<file path="config.mk">
export PLATFORM = sky130hd
export DESIGN_NAME = fb_burst_sched
export DESIGN_NICKNAME = d
export VERILOG_FILES = /design/src/rtl/fb_sched_pkg.sv /design/src/rtl/fb_dir_cnt.sv /design/src/rtl/fb_burst_sched.sv
export SDC_FILE = /design/constraint.sdc
export NUM_CORES = 1
export LEC_CHECK = 0
export BUFFER_PORTS_ARGS = -buffer_cell sky130_fd_sc_hd__buf_4
export CAP_MARGIN = 20
export CELL_PAD_IN_SITES_DETAIL_PLACEMENT = 1
export CELL_PAD_IN_SITES_GLOBAL_PLACEMENT = 2
export CORE_MARGIN = 2
export CORE_UTILIZATION = 39
export DETAILED_ROUTE_END_ITERATION = 8
export GPL_ROUTABILITY_DRIVEN = 0
export GPL_TIMING_DRIVEN = 0
export PLACE_DENSITY_LB_ADDON = 0.3
export SETUP_SLACK_MARGIN = 0.02
export SLEW_MARGIN = 20
export SYNTH_ARGS = -nofsm -noshare
export SYNTH_HDL_FRONTEND = slang
export SYNTH_HIERARCHICAL = 1
export SYNTH_SLANG_ARGS = --single-unit
</file>
<file path="constraint.sdc">
create_clock -name clk -period 7.47 [get_ports clk]
set_input_delay 2.241 -clock clk [delete_from_list [all_inputs] [get_ports clk]]
set_output_delay 2.241 -clock clk [all_outputs]
set_load 0.005 [all_outputs]
</file>
<file path="src/rtl/fb_sched_pkg.sv">
// Shared types and helpers for the frame-buffer burst scheduler.
package fb_sched_pkg;

    localparam int unsigned IDX_W = 2;

    typedef enum logic [1:0] {
        ST_IDLE = 2'd0,
        ST_ARB  = 2'd1,
        ST_REQ  = 2'd2,
        ST_WAIT = 2'd3
    } state_e;

    function automatic logic [31:0] len_min(input logic [31:0] burst, input logic [31:0] remain);
        return (remain < burst) ? remain : burst;
    endfunction

    function automatic logic [63:0] buf_base(input logic [63:0] base, input logic [63:0] stride,
                                             input logic [IDX_W-1:0] idx);
        return base + (64'(idx) * stride);
    endfunction

endpackage

</file>
<file path="src/rtl/fb_dir_cnt.sv">
// Per-direction frame offset counter: next burst length and frame-complete status.
module fb_dir_cnt
    import fb_sched_pkg::*;
#(
    parameter int unsigned FRAME_WORDS = 384000,
    parameter int unsigned BURST_LEN   = 100,
    parameter int unsigned OFF_W       = 19
) (
    input  logic             clk,
    input  logic             rst_n,
    input  logic             clr,
    input  logic             adv,
    output logic [OFF_W-1:0] off,
    output logic [7:0]       len_c,
    output logic             active_c
);

    logic [OFF_W-1:0] off_q, off_d;

    assign active_c = 32'(off_q) < FRAME_WORDS;
    assign len_c    = 8'(len_min(BURST_LEN, FRAME_WORDS - 32'(off_q)));
    assign off      = off_q;

    always_comb begin
        off_d = off_q;
        if (clr) begin
            off_d = '0;
        end else if (adv) begin
            off_d = off_q + OFF_W'(len_c);
        end
    end

    always_ff @(posedge clk or negedge rst_n) begin
        if (!rst_n) begin
            off_q <= '0;
        end else begin
            off_q <= off_d;
        end
    end

endmodule

</file>
<file path="src/rtl/fb_burst_sched.sv">
// Multi-buffer frame-store burst scheduler between capture/display FIFOs and the DDR app layer.
// Optional drop/repeat statistics counters enabled by defining FB_STATS_EN.
module fb_burst_sched
    import fb_sched_pkg::*;
#(
    parameter int unsigned ADDR_W      = 29,
    parameter int unsigned BASE_ADDR   = 0,
    parameter int unsigned BUF_STRIDE  = 524288,
    parameter int unsigned FRAME_WORDS = 384000,
    parameter int unsigned BURST_LEN   = 100,
    parameter int unsigned NUM_BUF     = 3,
    parameter int unsigned LVL_W       = 10
) (
    input  logic              clk,
    input  logic              sys_rst_n,
    input  logic              wr_frame_start,
    input  logic              rd_frame_start,
    input  logic [LVL_W-1:0]  wfifo_level,
    input  logic [LVL_W-1:0]  rfifo_level,
    output logic              cmd_valid,
    input  logic              cmd_ready,
    output logic              cmd_we,
    output logic [ADDR_W-1:0] cmd_addr,
    output logic [7:0]        cmd_len,
    input  logic              cmd_done,
    output logic [1:0]        wr_buf_idx,
    output logic [1:0]        rd_buf_idx,
    output logic [15:0]       drop_cnt,
    output logic [15:0]       repeat_cnt
);

    localparam int unsigned OFF_W      = $clog2(FRAME_WORDS + 1);
    localparam int unsigned FIFO_DEPTH = 32'(1) << LVL_W;

    state_e            state_q, state_d;
    logic [IDX_W-1:0]  w_q, w_d, r_q, r_d, l_q, l_d, pick_w;
    logic              lv_q, lv_d;
    logic              wr_pend_q, wr_pend_d, rd_pend_q, rd_pend_d;
    logic              tie_rd_q, tie_rd_d;
    logic              cmd_valid_q, cmd_valid_d, cmd_we_q, cmd_we_d;
    logic [ADDR_W-1:0] cmd_addr_q, cmd_addr_d;
    logic [7:0]        cmd_len_q, cmd_len_d;
    logic              wr_clr, wr_adv, rd_clr, rd_adv;
    logic              wr_active, rd_active, wr_elig, rd_elig;
    logic [OFF_W-1:0]  wr_off, rd_off;
    logic [7:0]        wr_len, rd_len;
    logic [ADDR_W-1:0] wr_addr, rd_addr;

    fb_dir_cnt #(.FRAME_WORDS(FRAME_WORDS), .BURST_LEN(BURST_LEN), .OFF_W(OFF_W)) u_wr_cnt (
        .clk(clk), .rst_n(sys_rst_n), .clr(wr_clr), .adv(wr_adv),
        .off(wr_off), .len_c(wr_len), .active_c(wr_active)
    );

    fb_dir_cnt #(.FRAME_WORDS(FRAME_WORDS), .BURST_LEN(BURST_LEN), .OFF_W(OFF_W)) u_rd_cnt (
        .clk(clk), .rst_n(sys_rst_n), .clr(rd_clr), .adv(rd_adv),
        .off(rd_off), .len_c(rd_len), .active_c(rd_active)
    );

    assign wr_addr = ADDR_W'(buf_base(64'(BASE_ADDR), 64'(BUF_STRIDE), w_q) + 64'(wr_off));
    assign rd_addr = ADDR_W'(buf_base(64'(BASE_ADDR), 64'(BUF_STRIDE), r_q) + 64'(rd_off));
    assign wr_elig = wr_active && (32'(wfifo_level) >= 32'(wr_len));
    assign rd_elig = rd_active && ((FIFO_DEPTH - 32'(rfifo_level)) >= 32'(rd_len));

    // Next write buffer: lowest index clear of the one being published (current W) and of R.
    always_comb begin
        pick_w = '0;
        for (int i = int'(NUM_BUF) - 1; i >= 0; i--) begin
            if ((IDX_W'(i) != w_q) && ((NUM_BUF < 3) || (IDX_W'(i) != r_q))) begin
                pick_w = IDX_W'(i);
            end
        end
    end

`ifdef FB_STATS_EN
    logic [15:0] drop_cnt_q, drop_cnt_d, repeat_cnt_q, repeat_cnt_d;
`endif

    always_comb begin
        state_d     = state_q;
        w_d         = w_q;
        r_d         = r_q;
        l_d         = l_q;
        lv_d        = lv_q;
        wr_pend_d   = wr_pend_q | wr_frame_start;
        rd_pend_d   = rd_pend_q | rd_frame_start;
        tie_rd_d    = tie_rd_q;
        cmd_valid_d = cmd_valid_q;
        cmd_we_d    = cmd_we_q;
        cmd_addr_d  = cmd_addr_q;
        cmd_len_d   = cmd_len_q;
        wr_clr      = 1'b0;
        wr_adv      = 1'b0;
        rd_clr      = 1'b0;
        rd_adv      = 1'b0;
`ifdef FB_STATS_EN
        drop_cnt_d   = drop_cnt_q;
        repeat_cnt_d = repeat_cnt_q;
`endif
        case (state_q)
            ST_IDLE: begin
                // Write event is applied first so a same-cycle read event sees the new publish.
                if (wr_pend_q) begin
                    wr_pend_d = wr_frame_start;
                    wr_clr    = 1'b1;
                    if (!wr_active) begin
                        l_d  = w_q;
                        lv_d = 1'b1;
                        w_d  = pick_w;
                    end
`ifdef FB_STATS_EN
                    if (wr_active && (drop_cnt_q != 16'hFFFF)) begin
                        drop_cnt_d = drop_cnt_q + 16'd1;
                    end
`endif
                end
                if (rd_pend_q) begin
                    rd_pend_d = rd_frame_start;
                    rd_clr    = 1'b1;
                    if (lv_d && (l_d != r_q)) begin
                        r_d = l_d;
                    end
`ifdef FB_STATS_EN
                    else if (lv_d && (repeat_cnt_q != 16'hFFFF)) begin
                        repeat_cnt_d = repeat_cnt_q + 16'd1;
                    end
`endif
                end
                state_d = ST_ARB;
            end
            ST_ARB: begin
                if (wr_elig && (!rd_elig || !tie_rd_q)) begin
                    cmd_we_d    = 1'b1;
                    cmd_addr_d  = wr_addr;
                    cmd_len_d   = wr_len;
                    cmd_valid_d = 1'b1;
                    state_d     = ST_REQ;
                    if (rd_elig) tie_rd_d = 1'b1;
                end else if (rd_elig) begin
                    cmd_we_d    = 1'b0;
                    cmd_addr_d  = rd_addr;
                    cmd_len_d   = rd_len;
                    cmd_valid_d = 1'b1;
                    state_d     = ST_REQ;
                    if (wr_elig) tie_rd_d = 1'b0;
                end else if (wr_pend_q || rd_pend_q) begin
                    // Nothing to issue: go apply pending frame events instead of stalling.
                    state_d = ST_IDLE;
                end
            end
            ST_REQ: begin
                if (cmd_ready) begin
                    cmd_valid_d = 1'b0;
                    wr_adv      = cmd_we_q;
                    rd_adv      = !cmd_we_q;
                    state_d     = ST_WAIT;
                end
            end
            ST_WAIT: begin
                if (cmd_done) state_d = ST_IDLE;
            end
            default: state_d = ST_IDLE;
        endcase
    end

    always_ff @(posedge clk or negedge sys_rst_n) begin
        if (!sys_rst_n) begin
            state_q     <= ST_IDLE;
            w_q         <= '0;
            r_q         <= '0;
            l_q         <= '0;
            lv_q        <= 1'b0;
            wr_pend_q   <= 1'b0;
            rd_pend_q   <= 1'b0;
            tie_rd_q    <= 1'b0;
            cmd_valid_q <= 1'b0;
            cmd_we_q    <= 1'b0;
            cmd_addr_q  <= '0;
            cmd_len_q   <= '0;
        end else begin
            state_q     <= state_d;
            w_q         <= w_d;
            r_q         <= r_d;
            l_q         <= l_d;
            lv_q        <= lv_d;
            wr_pend_q   <= wr_pend_d;
            rd_pend_q   <= rd_pend_d;
            tie_rd_q    <= tie_rd_d;
            cmd_valid_q <= cmd_valid_d;
            cmd_we_q    <= cmd_we_d;
            cmd_addr_q  <= cmd_addr_d;
            cmd_len_q   <= cmd_len_d;
        end
    end

`ifdef FB_STATS_EN
    always_ff @(posedge clk or negedge sys_rst_n) begin
        if (!sys_rst_n) begin
            drop_cnt_q   <= '0;
            repeat_cnt_q <= '0;
        end else begin
            drop_cnt_q   <= drop_cnt_d;
            repeat_cnt_q <= repeat_cnt_d;
        end
    end
    assign drop_cnt   = drop_cnt_q;
    assign repeat_cnt = repeat_cnt_q;
`else
    assign drop_cnt   = '0;
    assign repeat_cnt = '0;
`endif

    assign cmd_valid  = cmd_valid_q;
    assign cmd_we     = cmd_we_q;
    assign cmd_addr   = cmd_addr_q;
    assign cmd_len    = cmd_len_q;
    assign wr_buf_idx = w_q;
    assign rd_buf_idx = r_q;

endmodule

</file>
; Word-level counts from Yosys, hierarchy flattened
; Cells that the tools add are included.
[totals]
out_inout_bits = 75
inputBits = 26
wordCells = 114
register_bits = 89
[classes]
n_lt_le_gt_ge = 6
n_reduce_logical = 26
addsub = 7
n_bitwise = 3
n_eq_ne = 12
mux = 46
[op_table]
columns = operator, count
row1 = 19-bit 2-to-1 mux, 4
row2 = "32-bit by 7-bit < comparator with 1-bit output, second input constant", 2
row3 = 29-bit 2-to-1 mux, 2
row4 = 21-bit by 19-bit adder with 22-bit output, 2
row5 = "19-bit by 19-bit subtractor with 20-bit output, first input constant", 2
row6 = 19-bit by 8-bit adder with 19-bit output, 2
row7 = "19-bit < comparator, second input constant", 2
row8 = 32-bit by 8-bit >= comparator with 1-bit output, 1
row9 = 8-bit 2-to-1 mux, 4
row10 = 1-bit 2-to-1 mux, 23
row11 = 2-bit 2-to-1 mux, 11
row12 = 3-bit AND reduction, 5
row13 = 2-bit nonzero test, 7
row14 = "11-bit by 10-bit subtractor with 12-bit output, first input constant", 1
row15 = 10-bit by 8-bit >= comparator with 1-bit output, 1
row16 = 2-bit one-hot mux with 4 select lines, 1
row17 = 1-bit logical AND, 7
row18 = "2-bit equality test, second input constant", 2
row19 = "1-bit by 2-bit != test with 1-bit output, first input constant", 2
row20 = "2-bit != test, first input constant", 2
row21 = "2-bit != test, second input constant", 2
row22 = "4-bit != test, second input constant", 1
row23 = 1-bit zero test, 3
row24 = "3-bit != test, second input constant", 1
row25 = 8 further kinds, 10

; Depth between registers and ports, before layout
; Gate-level depths: netlist of run 1.
[depth]
ltp_word = 10
depth_mapped = 22
depth_no_buf = 19

; Hierarchy
; Netlist of run 1, hierarchy kept.
[by_module_without_submodules]
columns = mod, cells_per_inst, instances, seq_area_each_um2, area_per_inst_um2
row1 = fb_burst_sched, 267, 1, 1076.0, 3006.6
row2 = fb_dir_cnt at u_rd_cnt, 248, 1, 475.5, 2016.9
row3 = fb_dir_cnt at u_wr_cnt, 253, 1, 475.5, 1994.4

; Worst setup path after synthesis of run 1
; OpenSTA, ideal clock, no wires.
[synth_path]
path_type = input port to flip-flop
from = input port rfifo_level[0]
to = register cmd_addr_q[10], in the netlist cmd_addr[10]
path_stages = 14
arrival_ns = 4.835
setup_time_ns = 0.125
required_time_ns = 7.345
n_path_buf = 1
slack_ns = 2.510
path_cell_list = inv_1 ha_1 or4b_4 nor2_1 xnor2_1 ha_1 a21o_1 nand2_1 nand3b_1 a211oi_2 o21ai_2 buf_6 mux2_4 mux2_2
[synth_between]
elab_chain_cells = 8
elab_cells_between_ends = 9
classes_between = add/sub: 1 / order compare: 1 / mux: 1 / reduce/logical: 6
[synth_rtl]
columns = element, line_no
row1 = start: declaration, fb_burst_sched.sv:19  ; input logic [LVL_W-1:0] rfifo_level,
row2 = 11-bit by 10-bit subtractor with 12-bit output (*), fb_burst_sched.sv:62  ; assign rd_elig = rd_active && ((FIFO_DEPTH - 32'(rfifo_level)) >= 32'(rd_len));
row3 = 32-bit by 8-bit >= comparator with 1-bit output (*), fb_burst_sched.sv:62
row4 = 1-bit logical AND (*), fb_burst_sched.sv:62
row5 = 1-bit zero test, fb_burst_sched.sv:131  ; if (wr_elig && (!rd_elig || !tie_rd_q)) begin
row6 = 1-bit logical OR, fb_burst_sched.sv:131
row7 = 1-bit logical AND, fb_burst_sched.sv:131
row8 = 2-bit nonzero test (no source line), -
row9 = 2-bit AND reduction (no source line), -
row10 = end signal: assignment, fb_burst_sched.sv:190  ; cmd_addr_q <= cmd_addr_d;
row11 = end: declaration, fb_burst_sched.sv:41  ; logic [ADDR_W-1:0] cmd_addr_q, cmd_addr_d;
; Every way passes the cells marked *; elsewhere a longest branch is shown, timed or not.
; A chain may end at the register's enable or synchronous reset.

; Worst setup path after layout of run 1
[layout_path]
from = register u_rd_cnt.off_q[1], in the netlist u_rd_cnt/off[1]
to = register u_rd_cnt.off_q[12], in the netlist u_rd_cnt/off[12]
[layout_between]
elab_chain_cells = 6
[layout_rtl]
columns = element, line_no
row1 = start: declaration, fb_dir_cnt.sv:18  ; logic [OFF_W-1:0] off_q, off_d;
row2 = start signal: assignment, fb_dir_cnt.sv:35  ; off_q <= '0;
row3 = start signal: assignment, fb_dir_cnt.sv:37  ; off_q <= off_d;
row4 = 19-bit by 19-bit subtractor with 20-bit output (*), fb_dir_cnt.sv:21  ; assign len_c = 8'(len_min(BURST_LEN, FRAME_WORDS - 32'(off_q)));
row5 = 32-bit by 7-bit < comparator with 1-bit output, fb_sched_pkg.sv:14  ; return (remain < burst) ? remain : burst;
row6 = 8-bit 2-to-1 mux (*), fb_sched_pkg.sv:14
row7 = net rd_len[3], fb_burst_sched.sv:46  ; logic [7:0] wr_len, rd_len;
row8 = 19-bit by 8-bit adder with 19-bit output (*), fb_dir_cnt.sv:29  ; off_d = off_q + OFF_W'(len_c);
row9 = 19-bit 2-to-1 mux (*), fb_dir_cnt.sv:28  ; end else if (adv) begin
row10 = 19-bit 2-to-1 mux (*), fb_dir_cnt.sv:26  ; if (clr) begin
; The timed path passes the listed nets; every way through them passes the cells marked *. The select of a mux whose other input is x is not followed.

==> metrics, run 1 <==
sequential share of the synthesized area 0.289; Die H between 100 and 150 µm; H-Tree Depth 3; Final #Nets approximately 940; CTS-repair resized insts 0; Avg WL per Cell 19.5 µm; core box area between 0.015 and 0.02 mm²; Clock Latency Late Sink 0.35 ns; DR vias between 6000 and 7000; Die Footprint 0.0191 mm²; hpwl dp 16700 µm; Reg power frac 0.258; Root Buffer Master clkbuf_16; area post-placement 0.00791 mm²; Pint 1.30 mW; clk sinks 81; First DRT Iteration DRCs 341; setup ws final ~1.5 ns; total congestion overflow 0; first-pass GRT wire length 35500 µm; Power Dens Cells 283 mW/mm²; Max FO, Critical Path 9; Post-synth top flop dfrtp_1; I/O pins about 100; async set-reset flop share out of synthesis 1.00; CTS tree yes; crit path kind flip-flop to flip-flop; Cell variety after synth 92; flops & latches, synth 81; Post-CTS Setup Bufs 0; Inserted Clock Buffers 9; DP Worst Slack 1.54 ns; DIE WIDTH 138 µm; Max Slew Vio Count 0; net switching fraction of the power 0.441; Rel. slew slack 0.405; Post-Syn Area per Cell 9.14 µm²; CTS clk-pin slew, worst paths 0.07 ns; leakage power 3.86 nW; Clock Path Buffers 2; status finished, final reports clean; Tcrit/Tclk final 0.805; Post-Syn Instances 768; Slew @ Worst Pin roughly 0.89 ns; Initial Utilization 0.395; antenna cell count 0; Clock Skews slightly above 0.009 ns; Gate power share 0.537; Max Clk Rate 0.166 GHz; CP required 7.71 ns; CP startpoint kind flip-flop; Synth Cell Area roughly 0.007 mm²; DR vias/cell 5.58; RSZ-0062 raised after global routing no; Final Setup Violations 0; Worst EP arrival 6.25 ns; commonest non-fill, non-tap cell in the layout buf_4; hold-fix buffers at CTS 0; initial antenna violation count 0; max-cap violations 0; synth warn 6; post-layout min period 6.01 ns; Critical Path End Type flip-flop; drt total wl 21700 µm; # port buffers 60; DRC Markers 0; IR drop worst, VDD 0.140 mV; vias in the first global route 6562; Area Overhead vs Synth 17.2%; commonest non-fill, non-tap cells in the layout buf_4, dfrtp_1, nor2_1, conb_1; setup TNS 0 ns; endpoints failing hold 0; largest net degree at the start of global routing 82; clock share of power 0.205; Post-synth EDFFs 0; row count 49; aggregate global-route resource usage 0.229; share of post-route cells with drive strength above 1 0.261; drt pass-1 iters 4; Hold Crit Class flip-flop to flip-flop; Final Cell Area between 0.008 and 0.009 mm²; NetSw 1.03 mW; Final ANT Viol Nets 0
==> stage by stage <==
stage	power [mW]	std cells	hold slack, ns	utilization
after detailed placement	1.84	1098	0.447	0.445
final	2.33	1114	0.461	0.463
after floorplan	1.47	809	0.430	-
after global routing	2.48	1114	0.491	0.463
after global placement	1.79	1098	0.445	0.445
after CTS	2.33	1114	0.463	0.463
==> sequential cells by signal (all words and copies together) (netlist names), named ones only <==
register / cells
cmd_addr: 21
u_rd_cnt/off: 19
u_wr_cnt/off: 19
cmd_len: 8
l_q: 2
rd_buf_idx: 2
wr_buf_idx: 2
cmd_valid: 1
cmd_we: 1
lv_q: 1
rd_pend_q: 1
state_q: 1
tie_rd_q: 1
wr_pend_q: 1
==> critical path, stage by stage, from the launching register on <==
cell      delay [ns]
dfrtp_1         0.45
buf_6           0.18
inv_1           0.10
ha_1            0.29
nor4b_2         0.42
a31oi_1         0.24
o211ai_1        0.26
xor2_1          0.16
or4_4           0.58
nor2_1          0.36
inv_1           0.18
nor3_1          0.33
ha_1            0.32
a21o_1          0.22
a21o_1          0.19
o21ai_0         0.09
a21oi_1         0.09
a222oi_1        0.71
a31o_2          0.38
nor3_1          0.07
mux2_2          0.28
==> layer usage <==
metal	share of wire	global-route usage	wire length, µm	vias up
li1	-	-	-	2948
met5	0	0	0	-
met3	0.031	0.0260	681	32
met1	0.46	0.312	9910	3136
met2	0.49	0.381	10600	105
met4	0.023	0.0784	496	0
==> final timing paths <==
path | endpoint | startpoint | cells past startpoint | slack [ns]
max | u_rd_cnt/off[12] | u_rd_cnt/off[1] | 20 | 1.46
min | lv_q | lv_q | 1 | 0.46
max reg2reg | u_rd_cnt/off[12] | u_rd_cnt/off[1] | 20 | 1.46
min reg2reg | lv_q | lv_q | 1 | 0.46
max in group asynchronous | cmd_addr[17] | sys_rst_n | 1 | 4.98
min in group asynchronous | cmd_len[6] | sys_rst_n | 1 | 1.94
==> power groups by stage <==
stage	clock network [mW]	logic (mW)	registers, mW
2_1_floorplan	0	0.899	0.573
3_5_place_dp	0	1.23	0.608
6_report	0.477	1.25	0.601
5_1_grt	0.505	1.36	0.612
3_3_place_gp	0	1.19	0.603
4_1_cts	0.490	1.24	0.601
==> area by class of cell <==
cell class                 count  area, µm²
multi-input combinational    602       4400
inverter                      40        150
clock inverter                 5       62.6
tap                          229        287
clock buffer                  11        253
sequential                    81       2030
buffer                        86        591
timing repair buffer          60        454
fill                        2126       9550
==> logic make-up after synthesis <==
kind of cell,share of synthesized area
buffers and inverters,0.106
XOR/XNOR,0.0300
AO/OA/AOI/OAI,0.177
other,0.00160
AND/OR/NAND/NOR,0.204
multiplexers,0.140
adder cells (fa/ha/maj),0.0538
flip-flops,0.289
==> Yosys cell counts, types with 8 or more instances <==
cell      instances  area (µm²)
xnor2_1          17         149
and3_1           16         100
nor2_1           56         210
dfrtp_1          81        2030
nand4_1          11        68.8
mux2_2           28         315
nand2_1          38         143
a21o_1           10        75.1
nor2b_1          15        93.8
a21oi_1          32         160
and2_1            9        56.3
ha_1             27         338
nand3_1          17        85.1
mux2_1           11         124
mux2_4           22         330
a31oi_1           8        50.1
inv_1            40         150
nor3_1           15        75.1
clkbuf_1         22        82.6
or3_1             8        50.1
o21ai_0          40         200
nand2b_1         11        68.8
buf_4            43         323
mux2i_1          21         210
(Power assumes the default switching activity.)
==> inputs of run 2 (changes only) <==
ABC_AREA = 1   (was unset)
CORE_UTILIZATION = 29   (was 39)
clock period = 5.48 ns   (was 7.47 ns; I/O delays follow)
==> metrics, run 2 <==
Hold Crit Class flip-flop to flip-flop; Initial Utilization 0.293; antenna cell count 0; CTS clk-pin slew, worst paths 0.08 ns; DP Worst Slack 0.472 ns; # port buffers 60; CTS-repair resized insts 0; met2 GRT Util 0.334; drt total wl 30600 µm; commonest non-fill, non-tap cells in the layout nand2_1, inv_1, nor2_1, nand3_1, buf_4; Rel. slew slack 0.442; flops & latches, synth 81; Critical Path End Type flip-flop; max-cap violations 0; endpoints failing hold 0; drt pass-1 iters 4; CP max stage delay ~0.40 ns; count leader, synth nand2_1; vias in the first global route 8877; Clock Skews roughly 0.015 ns; Tcrit/Tclk final 0.914; met3 Usage GRT 0.0261; Avg WL per Cell 16.5 µm; sequential share of the synthesized area 0.243; async set-reset flop share out of synthesis 1.00; post-layout min period approximately 5 ns; share of post-route cells with drive strength above 1 0.172; Max Slew Vio Count 0; Inserted Clock Buffers 9; aggregate global-route resource usage 0.205; largest cells by area after synthesis dfrtp_1, nand2_1, inv_1; Yosys top cell area share 0.243; Post-synth top flop dfrtp_1; setup ws final 0.473 ns; DRC Markers 0; slowest CP cell nor2_1; commonest non-fill, non-tap cell in the layout nand2_1; CP startpoint kind flip-flop; status finished, final reports clean; Slew @ Worst Pin 0.837 ns; clk sinks 81; DIE WIDTH between 150 and 200 µm; Max FO, Critical Path 10; net switching fraction of the power 0.534; Final #Nets 1513; Post-synth EDFFs 0; first-pass GRT wire length 49200 µm; Area Overhead vs Synth 16.6%; Die H about 170 µm; crit path cell chain inv_1 > ha_1 > nand2_1 > nor2_1 > nand3_1 > nand2_1 > nand3_1 > nor2_1 > nand4_4 > nor2_1 > inv_1 > ha_1 > nand2_1 > nor2_1 > nand3b_1 > nand4_1 > nand2_2 > inv_2 > clkbuf_1 > nand3_1 > nand3_1 > nand2_1; Post-CTS Setup Bufs 0; Reg power frac 0.233; WP buf/inv 4; H-Tree Depth 3; Die Footprint roughly 0.03 mm²; largest net degree at the start of global routing 82; synth warn 6; Gate power share 0.610; First DRT Iteration DRCs 375; Post-Syn Instances 1346; Worst EP arrival about 5.3 ns; max reg flops 21; CP required 5.72 ns; crit path kind flip-flop to flip-flop; setup TNS 0 ns; Power Dens Cells 423 mW/mm²; Final ANT Viol Nets 0; NetSw 2.20 mW; hpwl dp about 25000 µm; total congestion overflow 0; total power 4.12 mW; GR met1 Demand/Resource 0.295; I/O pins 101; Root Buffer Master clkbuf_16; critical path's top delay family simple AND/OR/NAND/NOR gates; Clock Path Buffers 2; hold-fix buffers at CTS 0; Most Crowded Layer GR met2; Final Setup Violations 0; Synth Cell Area between 0.008 and 0.009 mm²; synth cell count leaders nand2_1, inv_1, nor2_1, nand3_1, dfrtp_1; IR drop worst, VDD 0.173 mV; Synth area leader dfrtp_1; initial antenna violation count 0; Post-Syn Area per Cell 6.21 µm²; RSZ-0062 raised after global routing no; Cell variety after synth 50; row count 62; CTS tree yes; Clock Latency Late Sink 0.36 ns; core box area 0.0285 mm²; Max Clk Rate 0.200 GHz; clock share of power 0.157; Pint 1.92 mW; DR vias 8733; DR vias/cell 4.73; leakage power about 5 nW; Fin Hold WS 0.471 ns
run 2: cell count changes in the layout (fill, tap and decap cells not counted), moves of 23 or more:
cell     delta
nor2_1     +92
inv_1     +156
nand3_1   +123
nand3_2    +23
mux2_2     -28
nand2_2    +28
o21ai_0    -24
nand2_1   +364
run 2: logic make-up after synthesis:
kind of cell,synth area share
adder cells (fa/ha/maj),0.0452
AND/OR/NAND/NOR,0.469
other,0.00135
AO/OA/AOI/OAI,0.0732
flip-flops,0.243
XOR/XNOR,0.0168
buffers and inverters,0.152
run 2: power by group through the flow:
stage                     combinational [mW]  clock (mW)  sequential, mW
after global placement                  2.47           0           0.972
after detailed placement                2.51           0           0.972
after global routing                    2.83       0.685           0.988
after CTS                               2.52       0.666           0.965
final                                   2.52       0.645           0.961
after floorplan                         1.73           0           0.904
run 2: final timing paths:
path	slack [ns]	end	depth (start not counted)	from
worst max-delay path	0.47	cmd_addr[11]	22	u_wr_cnt/off[0]
worst min-delay path	0.47	lv_q	1	lv_q
worst max register to register	0.47	cmd_addr[11]	22	u_wr_cnt/off[0]
worst min register to register	0.47	lv_q	1	lv_q
max in group asynchronous	3.54	u_rd_cnt/off[9]	1	sys_rst_n
min in group asynchronous	1.33	wr_buf_idx[0]	1	sys_rst_n
run 2: area by class of cell:
type | instances | area [µm²]
flip-flops and latches | 81 | 2030
clock buffers | 10 | 239
plain buffers | 69 | 494
inverters | 207 | 777
multi-input cells | 1030 | 5210
fillers | 3852 | 18800
repair buffers | 60 | 454
well taps | 384 | 480
clock inverters | 6 | 56.3
run 2: layer usage:
| layer | wire (µm) | vias to the layer above |
|---|---|---|
| li1 | - | 4380 |
| met1 | 15500 | 4187 |
| met2 | 13700 | 147 |
| met3 | 948 | 19 |
| met4 | 357 | 0 |
| met5 | 0 | - |
run 2: metrics by stage:
step / utilization / std cells / area, µm²
floorplan: - / 1387 / 8510
global placement: 0.331 / 1831 / 9440
detailed placement: 0.331 / 1831 / 9450
CTS: 0.341 / 1847 / 9740
global route: 0.341 / 1847 / 9740
finish: 0.341 / 1847 / 9740
